--- src/rtl/softmax_argmax.sv ---
// -----------------------------------------------------------------------------
// softmax_argmax
//
// Classification stage after the 10-way softmax. When in_valid rises, it
// captures the packed IEEE-754 single-precision probability vector. It then
// scans the vector one element per clock. It reports the index and value of
// the largest element and holds that result until in_valid drops.
//
// Ports:
//   clk        rising-edge clock
//   reset      synchronous, active-high reset (aborts any scan)
//   in_valid   level request, mirrors the softmax ack
//   inputs     packed elements, element i at [DATA_WIDTH*i +: DATA_WIDTH]
//   busy       high while scanning
//   done       high while the result is presented
//   class_idx  index of the maximum element
//   max_value  value of the maximum element
//   nan_flag   at least one element was NaN (only when NaN checking is built)
//
// Build option:
//   ARGMAX_NAN_CHECK_EN - when defined, NaN elements are skipped and nan_flag
//                         reports them. When undefined, NaNs are ordered like
//                         any other bit pattern and nan_flag is tied low.
// -----------------------------------------------------------------------------
module softmax_argmax #(
    parameter int DATA_WIDTH = 32,
    parameter int INPUT_NUM  = 10,
    parameter int IDX_WIDTH  = 4
) (
    input  logic                            clk,
    input  logic                            reset,
    input  logic                            in_valid,
    input  logic [DATA_WIDTH*INPUT_NUM-1:0] inputs,
    output logic                            busy,
    output logic                            done,
    output logic [IDX_WIDTH-1:0]            class_idx,
    output logic [DATA_WIDTH-1:0]           max_value,
    output logic                            nan_flag
);

    localparam logic [IDX_WIDTH-1:0]  LAST_IDX = IDX_WIDTH'(INPUT_NUM - 1);
    localparam logic [DATA_WIDTH-1:0] QNAN     = 32'h7FC0_0000;

    typedef enum logic [1:0] {IDLE, SCAN, DONE} state_t;

    state_t                  stateReg, stateNext;

    logic [DATA_WIDTH-1:0]   elemIn    [INPUT_NUM];
    logic [DATA_WIDTH-1:0]   bufferReg [INPUT_NUM];

    logic [DATA_WIDTH-1:0]   bestReg;
    logic [IDX_WIDTH-1:0]    bestIdxReg;
    logic                    bestValidReg;   // low while only NaNs have been seen
    logic [IDX_WIDTH-1:0]    cntReg;
    logic [IDX_WIDTH-1:0]    classIdxReg;
    logic [DATA_WIDTH-1:0]   maxValueReg;

    logic [DATA_WIDTH-1:0]   curElem;
    logic                    curNan;
    logic                    e0Nan;
    logic                    takeCur;
    logic                    lastElem;

    // Unpack the flat input bus into element lanes.
    generate
        for (genvar gi = 0; gi < INPUT_NUM; gi++) begin : g_unpack
            assign elemIn[gi] = inputs[DATA_WIDTH*gi +: DATA_WIDTH];
        end
    endgenerate

    // Map a float bit pattern onto an unsigned key. Comparing the keys gives a
    // total order that matches numeric order for non-NaN values. -0 sorts
    // below +0.
    function automatic logic [DATA_WIDTH-1:0] sortKey(input logic [DATA_WIDTH-1:0] v);
        return v[DATA_WIDTH-1] ? ~v : {1'b1, v[DATA_WIDTH-2:0]};
    endfunction

`ifdef ARGMAX_NAN_CHECK_EN
    function automatic logic isNan(input logic [DATA_WIDTH-1:0] v);
        return (v[30:23] == 8'hFF) && (v[22:0] != 23'd0);
    endfunction

    assign curNan = isNan(curElem);
    assign e0Nan  = isNan(elemIn[0]);
`else
    assign curNan = 1'b0;
    assign e0Nan  = 1'b0;
`endif

    assign curElem  = bufferReg[cntReg];
    assign lastElem = (cntReg == LAST_IDX);
    // Replacement requires a strictly greater key, so ties keep the lower
    // index. A non-NaN element always replaces a best that is not yet valid.
    assign takeCur  = !curNan &&
                      (!bestValidReg || (sortKey(curElem) > sortKey(bestReg)));

    // ---------------- state register ----------------
    always_ff @(posedge clk) begin
        if (reset) begin
            stateReg <= IDLE;
        end else begin
            stateReg <= stateNext;
        end
    end

    // ---------------- next-state logic ----------------
    always_comb begin
        stateNext = stateReg;
        case (stateReg)
            IDLE: if (in_valid) stateNext = (INPUT_NUM == 1) ? DONE : SCAN;
            SCAN: if (lastElem) stateNext = DONE;
            DONE: if (!in_valid) stateNext = IDLE;
            default: stateNext = IDLE;
        endcase
    end

    // ---------------- output logic ----------------
    always_comb begin
        busy = (stateReg == SCAN);
        done = (stateReg == DONE);
    end

    assign class_idx = classIdxReg;
    assign max_value = maxValueReg;

    // Capture buffer: the whole vector is loaded in one cycle. It needs no
    // reset because it is only read after a capture.
    always_ff @(posedge clk) begin
        if ((stateReg == IDLE) && in_valid && !reset) begin
            for (int i = 0; i < INPUT_NUM; i++) begin
                bufferReg[i] <= elemIn[i];
            end
        end
    end

`ifdef ARGMAX_NAN_CHECK_EN
    logic nanSeenReg;
    logic nanFlagReg;

    always_ff @(posedge clk) begin
        if (reset) begin
            nanSeenReg <= 1'b0;
            nanFlagReg <= 1'b0;
        end else begin
            case (stateReg)
                IDLE: if (in_valid) begin
                    nanSeenReg <= e0Nan;
                    if (INPUT_NUM == 1) nanFlagReg <= e0Nan;
                end
                SCAN: begin
                    nanSeenReg <= nanSeenReg | curNan;
                    if (lastElem) nanFlagReg <= nanSeenReg | curNan;
                end
                DONE: if (!in_valid) nanFlagReg <= 1'b0;
                default: ;
            endcase
        end
    end

    assign nan_flag = nanFlagReg;
`else
    assign nan_flag = 1'b0;
`endif

    // ---------------- scan datapath ----------------
    always_ff @(posedge clk) begin
        if (reset) begin
            bestReg      <= '0;
            bestIdxReg   <= '0;
            bestValidReg <= 1'b0;
            cntReg       <= '0;
            classIdxReg  <= '0;
            maxValueReg  <= '0;
        end else begin
            case (stateReg)
                IDLE: if (in_valid) begin
                    bestReg      <= elemIn[0];
                    bestIdxReg   <= '0;
                    bestValidReg <= !e0Nan;
                    cntReg       <= IDX_WIDTH'(1);
                    if (INPUT_NUM == 1) begin
                        classIdxReg <= '0;
                        maxValueReg <= e0Nan ? QNAN : elemIn[0];
                    end
                end
                SCAN: begin
                    if (takeCur) begin
                        bestReg      <= curElem;
                        bestIdxReg   <= cntReg;
                        bestValidReg <= 1'b1;
                    end
                    cntReg <= cntReg + 1'b1;
                    // The last element is compared and published on the same
                    // edge, so the result includes it.
                    if (lastElem) begin
                        if (takeCur) begin
                            classIdxReg <= cntReg;
                            maxValueReg <= curElem;
                        end else if (bestValidReg) begin
                            classIdxReg <= bestIdxReg;
                            maxValueReg <= bestReg;
                        end else begin
                            classIdxReg <= '0;
                            maxValueReg <= QNAN;
                        end
                    end
                end
                default: ;
            endcase
        end
    end

endmodule
--- config.mk ---
export PLATFORM = sky130hd
export DESIGN_NAME = softmax_argmax
export DESIGN_NICKNAME = d
export VERILOG_FILES = /design/src/rtl/softmax_argmax.sv
export SDC_FILE = /design/constraint.sdc
export NUM_CORES = 1
export LEC_CHECK = 0
export CAP_MARGIN = 20
export CORE_MARGIN = 10
export CORE_UTILIZATION = 55
export CTS_BUF_LIST = sky130_fd_sc_hd__clkbuf_4 sky130_fd_sc_hd__clkbuf_8 sky130_fd_sc_hd__clkbuf_16
export CTS_CLUSTER_SIZE = 8
export DETAILED_ROUTE_END_ITERATION = 7
export PLACE_DENSITY = 0.85
export SYNTH_ARGS = -nofsm -noshare
export SYNTH_HDL_FRONTEND = slang
export SYNTH_SLANG_ARGS = --single-unit
--- constraint.sdc ---
create_clock -name clk -period 26.9 [get_ports clk]
set_input_delay 4.035 -clock clk [delete_from_list [all_inputs] [get_ports clk]]
set_output_delay 4.035 -clock clk [all_outputs]
set_load 0.02 [all_outputs]
# Word level (Yosys, flattened, before mapping)

Memories as Yosys holds them, arrays and structs flattened. A register that Yosys moved wholly into a read port is not among the register bits.
Cells that the tools add are included.

Output and inout bits: 39
Memory bits (writable): 320
Memory bits (read-only): 0
Memories: 1
Flip-flop bits (word level): 79
Latch bits: 0
Logic and storage cells: 55
Input port bits: 323

Div/mod/pow operators: 0
Muxes and demuxes: 25
Reductions and logical operators: 11
Bitwise operators: 2
$add $sub $neg: 1
$mul: 0
$lt $le $gt $ge: 1
Equal/unequal tests: 7
Shift operators: 0

Memories:

| memory    | words | width | rd ports | clocked after Yosys merged registers in | wr ports | line | RTL |
|---|---|---|---|---|---|---|---|
| bufferReg | 10    | 32    | 1        | 1                                       | 10       | 49   | `logic [DATA_WIDTH-1:0] bufferReg [INPUT_NUM];` |

Operators with widths:

| kind                | count |
|---|---|
| $mux 32             | 6 |
| $not 32->32         | 2 |
| $pmux 32 s2         | 1 |
| $gt 32x32->1        | 1 |
| $mux 4              | 7 |
| $pmux 4 s2          | 2 |
| $mux 2              | 3 |
| $pmux 2 s3          | 1 |
| $reduce_and 3->1    | 2 |
| $add 4x1->4 const B | 1 |
| $eq 4x4->1 const B  | 1 |
| $mux 1              | 4 |
| $ne 2x1->1 const B  | 2 |
| $ne 2x2->1 const B  | 2 |
| $reduce_and 2->1    | 2 |
| $eq 2x1->1 const B  | 1 |
| $eq 2x2->1 const B  | 1 |
| $logic_and 1x1->1   | 2 |
| $logic_not 1->1     | 2 |
| $logic_not 2->1     | 1 |
| $pmux 1 s2          | 1 |
| $reduce_bool 2->1   | 1 |
| $logic_or 1x1->1    | 1 |

# Longest topological paths before layout

Depth after elaboration: 6
Mapped depth: 17
Mapped depth without buffers: 13

# Least setup slack after synthesis

No wires, ideal clock.

Kind: in2reg
Start: input reset
End: memory bufferReg[0][0], enable pin
Arrival time: 17.684 ns
Path buffers: 2
Setup time: 1.010 ns
Cell stages on the path: 3
Slack: 8.206 ns
Data required time: 25.890 ns
Cells stage by stage: clkbuf_1 -> clkbuf_1 -> nor2_1

RTL lines:

| what        | line | RTL |
|---|---|---|
| from (decl) | 31   | `input logic reset,` |
| to (decl)   | 49   |  |

# Final worst setup path

Start: register stateReg[1]
End: output busy

Word-level cells in the longest chain between the ends: 1

Ends and longest elaborated chain:

| what                   | line | RTL |
|---|---|---|
| from (decl)            | 46   | `state_t stateReg, stateNext;` |
| from (signal assigned) | 102  | `stateReg <= stateNext;` |
| $eq 2x1->1             | 119  | `busy = (stateReg == SCAN);` |
| to (decl)              | 34   | `output logic busy,` |

Every way passes these cells.

==> flow_summary.json <==
{
  "first_iter_violations": 779,
  "floorplan.core_area_um2": 30700,
  "worst_setup_hold_path_clk_slew_ns": 0.05,
  "syn_avg_cell_area_um2": 15.5,
  "holdBufCountCts": 0,
  "detail-route-antenna-nets": 0,
  "finalHoldWorstSlack_ns": 0.497,
  "clock-root-buffer": "sky130_fd_sc_hd__clkbuf_16",
  "residual_drc_count": 0,
  "timing.final.setup_violations": 0,
  "critical_path_peak_fanout": 46,
  "min_delay_worst_endpoint": "max_value[14]$_SDFFE_PP0P_",
  "hold_path_depth": 2,
  "final_min_period_over_clock_period": 0.254,
  "synth_area_leader_cell": "sky130_fd_sc_hd__edfxtp_1",
  "timing_max_transition_violations_final": 0,
  "insertion_delay_ns": 0.56,
  "tritoncts": "done",
  "post_cts_sizing": 0,
  "final_cell_mix": "sky130_fd_sc_hd__clkdlybuf4s50_1, sky130_fd_sc_hd__edfxtp_1, sky130_fd_sc_hd__nor2_1, sky130_fd_sc_hd__dfxtp_1, sky130_fd_sc_hd__nand2_1",
  "grt_antenna_before_repair": 6,
  "power.switching_fraction": 0.236,
  "cts-buffers-inserted": 56,
  "p_leak_nw": 7.71,
  "post_synth_main_area_contributors": "sky130_fd_sc_hd__edfxtp_1, sky130_fd_sc_hd__dfxtp_1, sky130_fd_sc_hd__mux4_2, sky130_fd_sc_hd__mux2i_1, sky130_fd_sc_hd__a211oi_1",
  "timing.critical_path.arrival_ns": 2.81,
  "tns_ns": 0,
  "synth.yosys.warnings": 0,
  "hold_path_class": "reg -> reg",
  "htree_num_levels": 2,
  "postCtsSetupRepairBufs": 0,
  "clock_power_share": 0.415,
  "ioPinCount": 362,
  "ys_types": 44,
  "finalHoldViolations": 0,
  "ys.flop_type": "sky130_fd_sc_hd__edfxtp_1",
  "gpl.final_weighted_congestion": 0.798,
  "power_per_cell_area_nw_per_um2": 73.4,
  "drtPass1Iterations": 5,
  "initial_utilization": 0.558,
  "buffer_ports.inserted": 360,
  "grt_use_met1": 0.269,
  "grt_overflow": 0,
  "totalWireLength_um": 45900,
  "fin_skew_ns": 0.0184,
  "r2r_depth": 15,
  "power.share.combinational": 0.150,
  "layer_carrying_the_most_global_route_usage": "met2",
  "pin_count_of_the_biggest_net_entering_global_routing": 88,
  "internal_power_mw": 1.28,
  "routed-via-count": 11000,
  "wire_length_of_the_first_global_routing_pass_um": 69100,
  "drv.max_cap_violation_count": 0,
  "drive_above_1_share": 0.150,
  "routed_wire_length_per_instance_um": 24.1,
  "switching_power_mw": 0.395,
  "reg_to_reg_end": "bestReg[8]$_SDFFE_PP0P_",
  "worst_setup_path_start_kind": "flop",
  "design.die.area_um2": 38600,
  "layout.cells.most_common": "sky130_fd_sc_hd__clkdlybuf4s50_1",
  "fp-row-count": 64,
  "gr-usage-met3": 0.0565,
  "cts.sinks": 403,
  "fmax_ghz": 0.146,
  "syn-instance-count": 1104,
  "synth-seq-cells": 403,
  "final_period_minus_worst_setup_slack_ns": 6.85,
  "groute.usage.overall": 0.232,
  "syn_area_um2": 17100,
  "via_count_of_the_first_global_routing_pass": 11700,
  "run_status": "complete, no violations",
  "die_height_um": 196,
  "synth-edff-count": 320,
  "slew-limit-headroom": 0.266,
  "holdCritStartpoint": "max_value[14]$_SDFFE_PP0P_",
  "ctsLongestPathBuffers": 3,
  "seq_area_frac_synth": 0.658,
  "area_growth_syn_to_layout_pct": 33.2,
  "setup.reg_to_reg.worst_slack_ns": 20.93,
  "cp.required_ns": 22.86,
  "yosys.area.top_type_share": 0.561,
  "share_seq_of_total_power": 0.434,
  "worst_ir_drop_vdd_mv": 0.0691,
  "detail_route.vias_per_cell": 5.77,
  "synth.net_count": 1461,
  "ys_async_sr_fraction": 0,
  "worstSetupEndpointType": "output port",
  "grt_setup_unrepaired": "no",
  "dp_hpwl_um": 31900,
  "finish.net_count": 1816,
  "crit_type": "reg -> out",
  "dieWidth_um": 196,
  "use_met2": 0.402,
  "tightestPinTransition_ns": 1.10
}
synthesized netlist by cell type, types with 7 or more instances:
cell and instances:
sky130_fd_sc_hd__xnor2_1 31, sky130_fd_sc_hd__edfxtp_1 320, sky130_fd_sc_hd__clkbuf_1 44, sky130_fd_sc_hd__xor2_1 31, sky130_fd_sc_hd__a311oi_2 27, sky130_fd_sc_hd__buf_6 7, sky130_fd_sc_hd__nor2b_1 35, sky130_fd_sc_hd__a21oi_1 53
sky130_fd_sc_hd__mux4_2 64, sky130_fd_sc_hd__buf_2 12, sky130_fd_sc_hd__buf_4 9, sky130_fd_sc_hd__nor2_1 80, sky130_fd_sc_hd__a211oi_1 68, sky130_fd_sc_hd__dfxtp_1 83, sky130_fd_sc_hd__nand2_1 74, sky130_fd_sc_hd__nand4_1 8
sky130_fd_sc_hd__ha_1 34, sky130_fd_sc_hd__mux2i_1 66
state kept, by name (all words and copies together), names as in the netlist, named ones only:
name and count:
cntReg 4, stateReg 2, bestIdxReg 4, bufferReg 320, max_value 32, class_idx 4, bestValidReg 1, bestReg 32
worst max path at each step:
stage                             start  slack, ns  cells past startpoint                         end
6_report       stateReg[1]$_SDFFE_PP0P_      20.05                      4                        busy
5_1_grt        stateReg[1]$_SDFFE_PP0P_      19.96                      4                        busy
4_1_cts        stateReg[1]$_SDFFE_PP0P_      20.07                      4                        busy
3_5_place_dp                   in_valid      19.65                      5  bufferReg[7][14]$_DFFE_PP_
3_3_place_gp                   in_valid      19.74                      5  bufferReg[5][14]$_DFFE_PP_
2_1_floorplan                     reset       8.21                      3   bufferReg[0][0]$_DFFE_PP_
logic make-up (layout without fill, tap and decap cells):
kind of cell / Yosys count / after routing / share of synthesized area
and+or+nand+nor: 214 / 214 / 0.0559
buffers and inverters: 81 / 482 / 0.0237
adders and majority gates: 34 / 34 / 0.0248
other: 1 / 7 / 0.000219
AOI/OAI and AO/OA: 179 / 179 / 0.0826
DFF: 403 / 403 / 0.658
muxes: 130 / 130 / 0.123
xor gates and xnor gates: 62 / 62 / 0.0317
metrics by stage:
stage,total power [mW],setup WS (ns),instance area (um2),util,cells
final,1.67,20.05,22800,0.744,1907
after global routing,1.73,19.96,22800,0.744,1907
after CTS,1.68,20.07,22800,0.743,1901
after detailed placement,0.987,19.65,21000,0.684,1797
after global placement,0.975,19.74,21000,0.684,1797
after floorplan,0.905,8.21,17100,-,1104
critical path: stages, from the launching register on:
cell and delay, ns:
sky130_fd_sc_hd__dfxtp_1 0.32, sky130_fd_sc_hd__nand2b_2 0.17, sky130_fd_sc_hd__buf_4 0.32, sky130_fd_sc_hd__inv_2 0.69, sky130_fd_sc_hd__clkdlybuf4s50_1 0.75
final cells by class:
class / instances / area [um2]
clock buffer: 102 / 1790
fill: 1834 / 7870
multi-input combinational: 620 / 5480
antenna: 6 / 15.0
clock inverter: 2 / 21.3
timing repair buffer: 374 / 3710
tap: 396 / 495
inverter: 4 / 15.0
sequential: 403 / 11300
power groups by stage:
stage	clock network, mW	registers, mW	logic [mW]
floorplan	0	0.739	0.166
global placement	0	0.737	0.239
detailed placement	0	0.739	0.248
CTS	0.704	0.728	0.251
global route	0.729	0.730	0.273
finish	0.695	0.727	0.251
routing by layer:
metal,routed length [um],up-vias
met5,0,-
met4,1820,0
met3,3080,112
met2,24000,444
met1,17000,5442
li1,-,5006
(Power assumes the default switching activity.)
